===== src/rtl/spi_pkg.sv =====
// spi_pkg: shared state encoding, default frame width and bit counter sizing for spi_resp
package spi_pkg;
  typedef enum logic [1:0] {IDLE, SHIFT, DONE} state_t;
  localparam int SPI_WIDTH = 16;
  function automatic int cnt_w(input int w);
    return $clog2(w + 2);
  endfunction
endpackage


===== src/rtl/spi_sync_edge.sv =====
// spi_sync_edge: 3-flop synchronizer; ports clk, rst_n, d in; q (ff2), rise, fall out; RST_VAL sets flop reset value
module spi_sync_edge #(
  parameter logic RST_VAL = 1'b1
) (
  input  logic clk,
  input  logic rst_n,
  input  logic d,
  output logic q,
  output logic rise,
  output logic fall
);
  logic ff1, ff2, ff3;
  always_ff @(posedge clk)
    if (!rst_n) {ff1, ff2, ff3} <= {3{RST_VAL}};
    else {ff1, ff2, ff3} <= {d, ff1, ff2};
  assign q = ff2;
  assign rise = ff2 & ~ff3;
  assign fall = ~ff2 & ff3;
endmodule


===== src/rtl/spi_resp.sv =====
// spi_resp: SPI mode-0 responder; ports clk, rst_n, SS_n/SCLK/MOSI in, MISO out, tx_data/tx_ld preload, rx_data/rdy/busy status, err when SPI_RESP_FRAME_CHK_EN is defined
module spi_resp
  import spi_pkg::*;
#(
  parameter int WIDTH = SPI_WIDTH,
  parameter logic [WIDTH-1:0] RESET_TX = '0
) (
  input  logic             clk,
  input  logic             rst_n,
  input  logic             SS_n,
  input  logic             SCLK,
  input  logic             MOSI,
  output logic             MISO,
  input  logic [WIDTH-1:0] tx_data,
  input  logic             tx_ld,
  output logic [WIDTH-1:0] rx_data,
  output logic             rdy,
  output logic             busy
`ifdef SPI_RESP_FRAME_CHK_EN
  , output logic           err
`endif
);
  localparam int CW = cnt_w(WIDTH);
  state_t state, nxt;
  logic [WIDTH-1:0] shft, tx_buf;
  logic [CW-1:0] bit_cnt;
  logic ss_rise, ss_fall, sclk_rise, mosi_s, done_ok;
  logic ss_unused, sclk_unused_q, sclk_unused_f, mosi_unused_r, mosi_unused_f;
  spi_sync_edge #(.RST_VAL(1'b1)) u_ss (.clk(clk), .rst_n(rst_n), .d(SS_n), .q(ss_unused), .rise(ss_rise), .fall(ss_fall));
  spi_sync_edge #(.RST_VAL(1'b1)) u_sclk (.clk(clk), .rst_n(rst_n), .d(SCLK), .q(sclk_unused_q), .rise(sclk_rise), .fall(sclk_unused_f));
  spi_sync_edge #(.RST_VAL(1'b0)) u_mosi (.clk(clk), .rst_n(rst_n), .d(MOSI), .q(mosi_s), .rise(mosi_unused_r), .fall(mosi_unused_f));
  always_ff @(posedge clk)
    if (!rst_n) state <= IDLE;
    else state <= nxt;
  always_comb
    nxt = state == IDLE  ? (ss_fall ? SHIFT : IDLE) :
          state == SHIFT ? (ss_rise ? DONE : SHIFT) : IDLE;
  always_comb begin
    MISO = (state != IDLE) & shft[WIDTH-1];
    done_ok = (state == DONE) && (bit_cnt == CW'(WIDTH));
  end
  // rdy is registered so it rises in the same cycle rx_data shows the new word
  always_ff @(posedge clk)
    if (!rst_n) begin
      shft <= '0;
      tx_buf <= RESET_TX;
      bit_cnt <= '0;
      busy <= 1'b0;
      rx_data <= '0;
      rdy <= 1'b0;
    end else begin
      rdy <= done_ok;
      if (tx_ld) tx_buf <= tx_data;
      if (state == IDLE && ss_fall) begin
        shft <= tx_ld ? tx_data : tx_buf;
        bit_cnt <= '0;
        busy <= 1'b1;
      end
      if (state == SHIFT && sclk_rise) begin
        shft <= {shft[WIDTH-2:0], mosi_s};
        if (bit_cnt != CW'(WIDTH + 1)) bit_cnt <= bit_cnt + CW'(1);
      end
      if (state == DONE) busy <= 1'b0;
      if (done_ok) rx_data <= shft;
    end
`ifdef SPI_RESP_FRAME_CHK_EN
  // frames with no SCLK edges leave err alone; a clean frame clears it
  always_ff @(posedge clk)
    if (!rst_n) err <= 1'b0;
    else if (state == DONE && bit_cnt != '0) err <= !done_ok;
`endif
endmodule


===== config.mk =====
export PLATFORM = sky130hd
export DESIGN_NAME = spi_resp
export DESIGN_NICKNAME = d
export VERILOG_FILES = /design/src/rtl/spi_pkg.sv /design/src/rtl/spi_sync_edge.sv /design/src/rtl/spi_resp.sv
export SDC_FILE = /design/constraint.sdc
export NUM_CORES = 1
export LEC_CHECK = 0
export ABC_AREA = 1
export BUFFER_PORTS_ARGS = -buffer_cell sky130_fd_sc_hd__clkbuf_2
export CAP_MARGIN = 5
export CORE_ASPECT_RATIO = 1.25
export CORE_MARGIN = 1
export CORE_UTILIZATION = 56
export DETAILED_ROUTE_END_ITERATION = 16
export PLACE_DENSITY = 0.8
export SYNTH_ARGS = -nofsm -noshare
export SYNTH_HDL_FRONTEND = slang
export SYNTH_SLANG_ARGS = --single-unit

===== constraint.sdc =====
create_clock -name clk -period 1.6 [get_ports clk]
set_input_delay 0.32 -clock clk [delete_from_list [all_inputs] [get_ports clk]]
set_output_delay 0.32 -clock clk [all_outputs]
set_load 0.005 [all_outputs]

* Yosys cells after proc, flatten, opt, wreduce, memory -nomap -nowiden
Index checks and enable logic that the tools add are counted.
Word-level totals: flip-flop bits (word level) 65, output and inout port bits 19, word-level logic and storage cells 45, bits of input ports 22
Cells by class: equal/unequal tests 4, add/sub/neg operators 1, mux-type cells 10, reduce and logical (&&, ||, !) cells 7, bitwise gates (word level) 8
Operator list (count):
- 16-bit two-way mux | 3
- 5-bit two-way mux | 3
- 2-bit two-way mux | 3
- 5-bit by 1-bit adder with 5-bit output (second input constant) | 1
- 5-bit == test (second input constant) | 1
- 5-bit != test (second input constant) | 1
- 1-bit AND | 4
- 1-bit NOT | 4
- 2-bit nonzero test | 2
- 1-bit logical AND | 3
- 2-bit by 1-bit == test with 1-bit output (second input constant) | 1
- 2-bit == test (second input constant) | 1
- 2-bit zero test | 1
- 2-bit OR reduction | 1
- 1-bit two-way mux | 1

* Logic depth before layout (Yosys ltp)
depth in word-level cells 6, depth in mapped cells 9, depth with buffers taken out 7

* Cells and area by module
From an unflattened synthesis, not the netlist that was laid out.
Second synthesis, totals: cell total of the unflattened synthesis 396, area, all modules 2791.4 µm²
Modules (own cells, without submodules):
- spi_resp | sequential area each 1141.1 µm², instances 1, area an instance 2503.7 µm², cells an instance 359
- spi_sync_edge at u_sclk ... | sequential area each 60.1 µm², instances 2, area an instance 93.8 µm², cells an instance 12
- spi_sync_edge at u_mosi | sequential area each 60.1 µm², instances 1, area an instance 100.1 µm², cells an instance 13

* Worst setup path before layout
Ideal clock, no wire load.
kind reg-to-reg, start point register bit_cnt[0], end point register rx_data[10], required time 1.484 ns, path slack 0.332 ns, buffers on the path 1, period minus slack after synthesis 1.268 ns, library setup time 0.116 ns, arrival 1.152 ns, cell stages (with the launch flop) 9, cell sequence dfxtp_1 -> inv_1 -> ha_1 -> nand3_1 -> nor2_4 -> inv_2 -> buf_6 -> nor2_1 -> nor2_1
Between the ends: longest elaborated chain between the ends 2
Ends and longest elaborated chain:
- start, declared | line spi_resp.sv:26 | logic [CW-1:0] bit_cnt;
- start signal, assigned | line spi_resp.sv:61 | if (bit_cnt != CW'(WIDTH + 1)) bit_cnt <= bit_cnt + CW'(1);
- 5-bit == test | line spi_resp.sv:40 | done_ok = (state == DONE) && (bit_cnt == CW'(WIDTH));
- 1-bit logical AND | line spi_resp.sv:40
- end signal, assigned | line spi_resp.sv:64 | if (done_ok) rx_data <= shft;
- end, declared | line spi_resp.sv:16 | output logic [WIDTH-1:0] rx_data,
No other way between the ends. A chain may end at the register's enable or synchronous reset.

* Final worst setup path
start point register bit_cnt[0], end point register rx_data[12]
The elaborated chain is that of the path after synthesis.

==> results by group <==
Outcome
  – Status: completed

Timing
  – Final setup violation count: 0
  – RSZ-0062 raised after global routing: no
  – Setup WS post-layout: approximately 170 ps
  – Final slew viol count: 0
  – Skew final: 3.76 ps
  – Final min period: between 1000 and 1500 ps
  – TNS Setup: 0 ps
  – Hold Violations, Final: 0
  – Fmax: between 0.7 and 0.8 GHz
  – Slew HR: 69.8%
  – Least-Margin Pin Slew: 452 ps
  – Final period util: 89.1%

Clock network
  – Hold_buf cts: 0
  – TritonCTS clock tree: built
  – Post-CTS Resized: 0
  – Clock Tree Root: clkbuf_8
  – H-tree levels: 3
  – Post-CTS setup buffer count: 0
  – Clock buffer count from CTS: 9
  – Worst skew pair latency: about 340 ps
  – CTS clk-pin slew, worst paths: 70 ps
  – CTS Buffer Depth: 2
  – Clock sinks: between 60 and 70

Worst setup path
  – Critical path class: reg -> reg
  – Cells on worst reg2reg path: 7
  – Worst setup SP type: register
  – Required time of the worst setup path: 1830 ps
  – Crit-path max FO: 12
  – Critical path arrival: ~1700 ps
  – Worst Setup End Kind: register

Place
  – Area after DPL: roughly 3000 um^2
  – Port Buffer Count: 40
  – DP Worst Slack: 40.4 ps
  – Post-DP HPWL: just under 4000 um
  – Gpl congestion: about 0.85

Yosys
  – Post-Synthesis Cells: about 410
  – Seq/Total Area, Yosys: 46.6%
  – Top-area cell type share of the netlist area: a little under half
  – Syn nets: 430
  – Post-Syn Area: ~2800 um^2
  – Yosys warns: 0
  – Cell variety after synth: 22
  – Cell taking the most area after synthesis: dfxtp_1
  – FF+latch count, synth: 65
  – Avg Synthesized Cell Area: 6.89 um^2
  – Top post-synthesis cells by area: dfxtp_1 (47%), nand2_1 (16%), nor2_1 (12%)

Finish
  – Final instance area: ~3200 um^2
  – Post-layout nets: ~470
  – Fraction of layout cells with a size suffix above 1: 17.5%
  – Multi-input logic area: 1240 um^2
  – Ant diodes: 0
  – Area delta synth->final: 16.3%
  – Fillers: slightly above 400
  – FF+latch area: 1300 um^2

Route
  – Drt via density: slightly below 5
  – Vias: 2,484
  – Initial DRC Count: ~140
  – Final WL: ~5700 um
  – Routed WL per cell: ~11 um
  – DRC: 0
  – Detail Route Antenna Nets: 0
  – Drt pass-1 iters: 4

Pwr
  – Combinational share of power: under 10%
  – Internal power: about 0.0027 W
  – Worst vdd ir: a little over 0.6 mV
  – Power density cells: roughly 1100 nW/um^2
  – Switching power: between 0.0007 and 0.0008 W
  – Clock group share of total power: 45.0%
  – Sw Ratio: 22.5%
  – Seq pwr share: 48.3%
  – Leakage power: 1.66 nW
  – Power Total: approximately 0.0035 W

Global routing
  – Vias in the first global route: between 2,000 and 2,500
  – Largest net degree at the start of global routing: 39
  – First-pass GRT wire length: roughly 10,000 um
  – Tot GR Track Use: between 20% and 30%
  – Initial antenna violation count: 0
  – GRT Residual Overflow: 0

Flow run
  – Max_cap viols: 0

Floorplanning
  – Die ar.: between 5000 and 6000 um^2
  – I/O pins: 41
  – Core ar.: 4760 um^2
  – FP Rows: 28
  – Starting Density: roughly three fifths
  – Die width: ~65 um
  – Die height: 80.9 um

Hold path
  – WHS Path Cells: 2
  – Worst hold-check path type: in -> reg
-- final cells by class --
cell class	instances	area share, %
sequential	65	40.1
multi-input combinational	289	38.1
timing repair buffer	50	8.87
clock buffer	11	4.66
inverter	31	3.59
clock inverter	5	2.39
tap	60	2.31
-- synthesized netlist by cell type --
master	number
buf_4	3
o21ai_1	1
inv_1	28
buf_2	5
nor4_1	1
nand2_1	117
a21oi_1	21
inv_2	2
nor2_1	89
nand2_2	2
nand4_1	2
dfxtp_1	65
buf_6	6
nand3b_1	1
ha_1	3
nand3_1	26
nor2_4	1
clkinv_1	1
or2_2	5
nor2_2	3
clkbuf_1	6
o21ai_0	17
-- layer usage --
layer	wire length (um)	global-route usage, %	part of all wire, %	vias to the layer above
met2	2530	39.8	44	70
met3	272	5.76	4.7	19
li1	-	-	-	1333
met1	2770	31.2	48	1062
met5	0	0	0	-
met4	169	12.0	2.9	0
-- registers in the layout (all words and copies together), names as in the netlist --
signal      count
tx_buf         16
u_sclk.ff3      1
u_ss.ff3        1
u_sclk.ff1      1
rx_data        16
bit_cnt         5
u_ss.q          1
u_ss.ff1        1
u_sclk.q        1
shft           16
rdy             1
u_mosi.q        1
state           2
busy            1
u_mosi.ff1      1
-- logic make-up (layout without fill, tap and decap cells) --
| logic type | Yosys count | after routing | synth area share (%) |
|---|---|---|---|
| compound gates | 39 | 39 | 6.99 |
| flops | 65 | 65 | 46.6 |
| fa+ha+maj | 3 | 3 | 1.34 |
| simple gates | 247 | 247 | 35.9 |
| buf+inv | 51 | 97 | 9.10 |
-- power groups by stage --
stage	Combinational (W)	Clock [W]	Sequential, W
2_1_floorplan	0.000173	0	0.00173
3_3_place_gp	0.000232	0	0.00173
6_report	0.000237	0.00158	0.00170
3_5_place_dp	0.000236	0	0.00173
5_1_grt	0.000278	0.00166	0.00170
4_1_cts	0.000238	0.00159	0.00170
-- placed cells by master (no fill, tap or decap), types with 2 or more instances in the layout --
cell type,synthesis,layout
nand2_1,117,117
nor2_1,89,89
dfxtp_1,65,65
clkbuf_2,0,40
inv_1,28,28
nand3_1,26,26
a21oi_1,21,21
o21ai_0,17,17
clkbuf_8,0,11
buf_4,3,9
or2_2,5,5
nor2_2,3,3
ha_1,3,3
nand4_1,2,2
inv_2,2,2
nand2_2,2,2
clkinv_2,0,2
bufinv_16,0,2
-- through the flow --
stage,instances,utilization (%),hold WS (ps)
detailed placement,492,62.8,402
CTS,508,67.6,159
global placement,492,62.8,394
global route,511,68.1,168
finish,511,68.1,165
floorplan,405,-,390
-- final timing paths --
path | from | end | slack (ps)
worst min-delay path | SS_n | u_ss.ff1 | 160
worst min register to register | u_sclk.ff1 | u_sclk.q | 420
worst max register to register | bit_cnt[0] | rx_data[12] | 170
worst max-delay path | bit_cnt[0] | rx_data[12] | 170
-- worst max-delay path: stages (launching register included) --
cell and delay [ps]:
dfxtp_1 450, inv_1 70, ha_1 200, nand3_1 120
nor2_4 60, buf_4 170, o21ai_0 190, nor2_1 60
(Power assumes the default switching activity.)
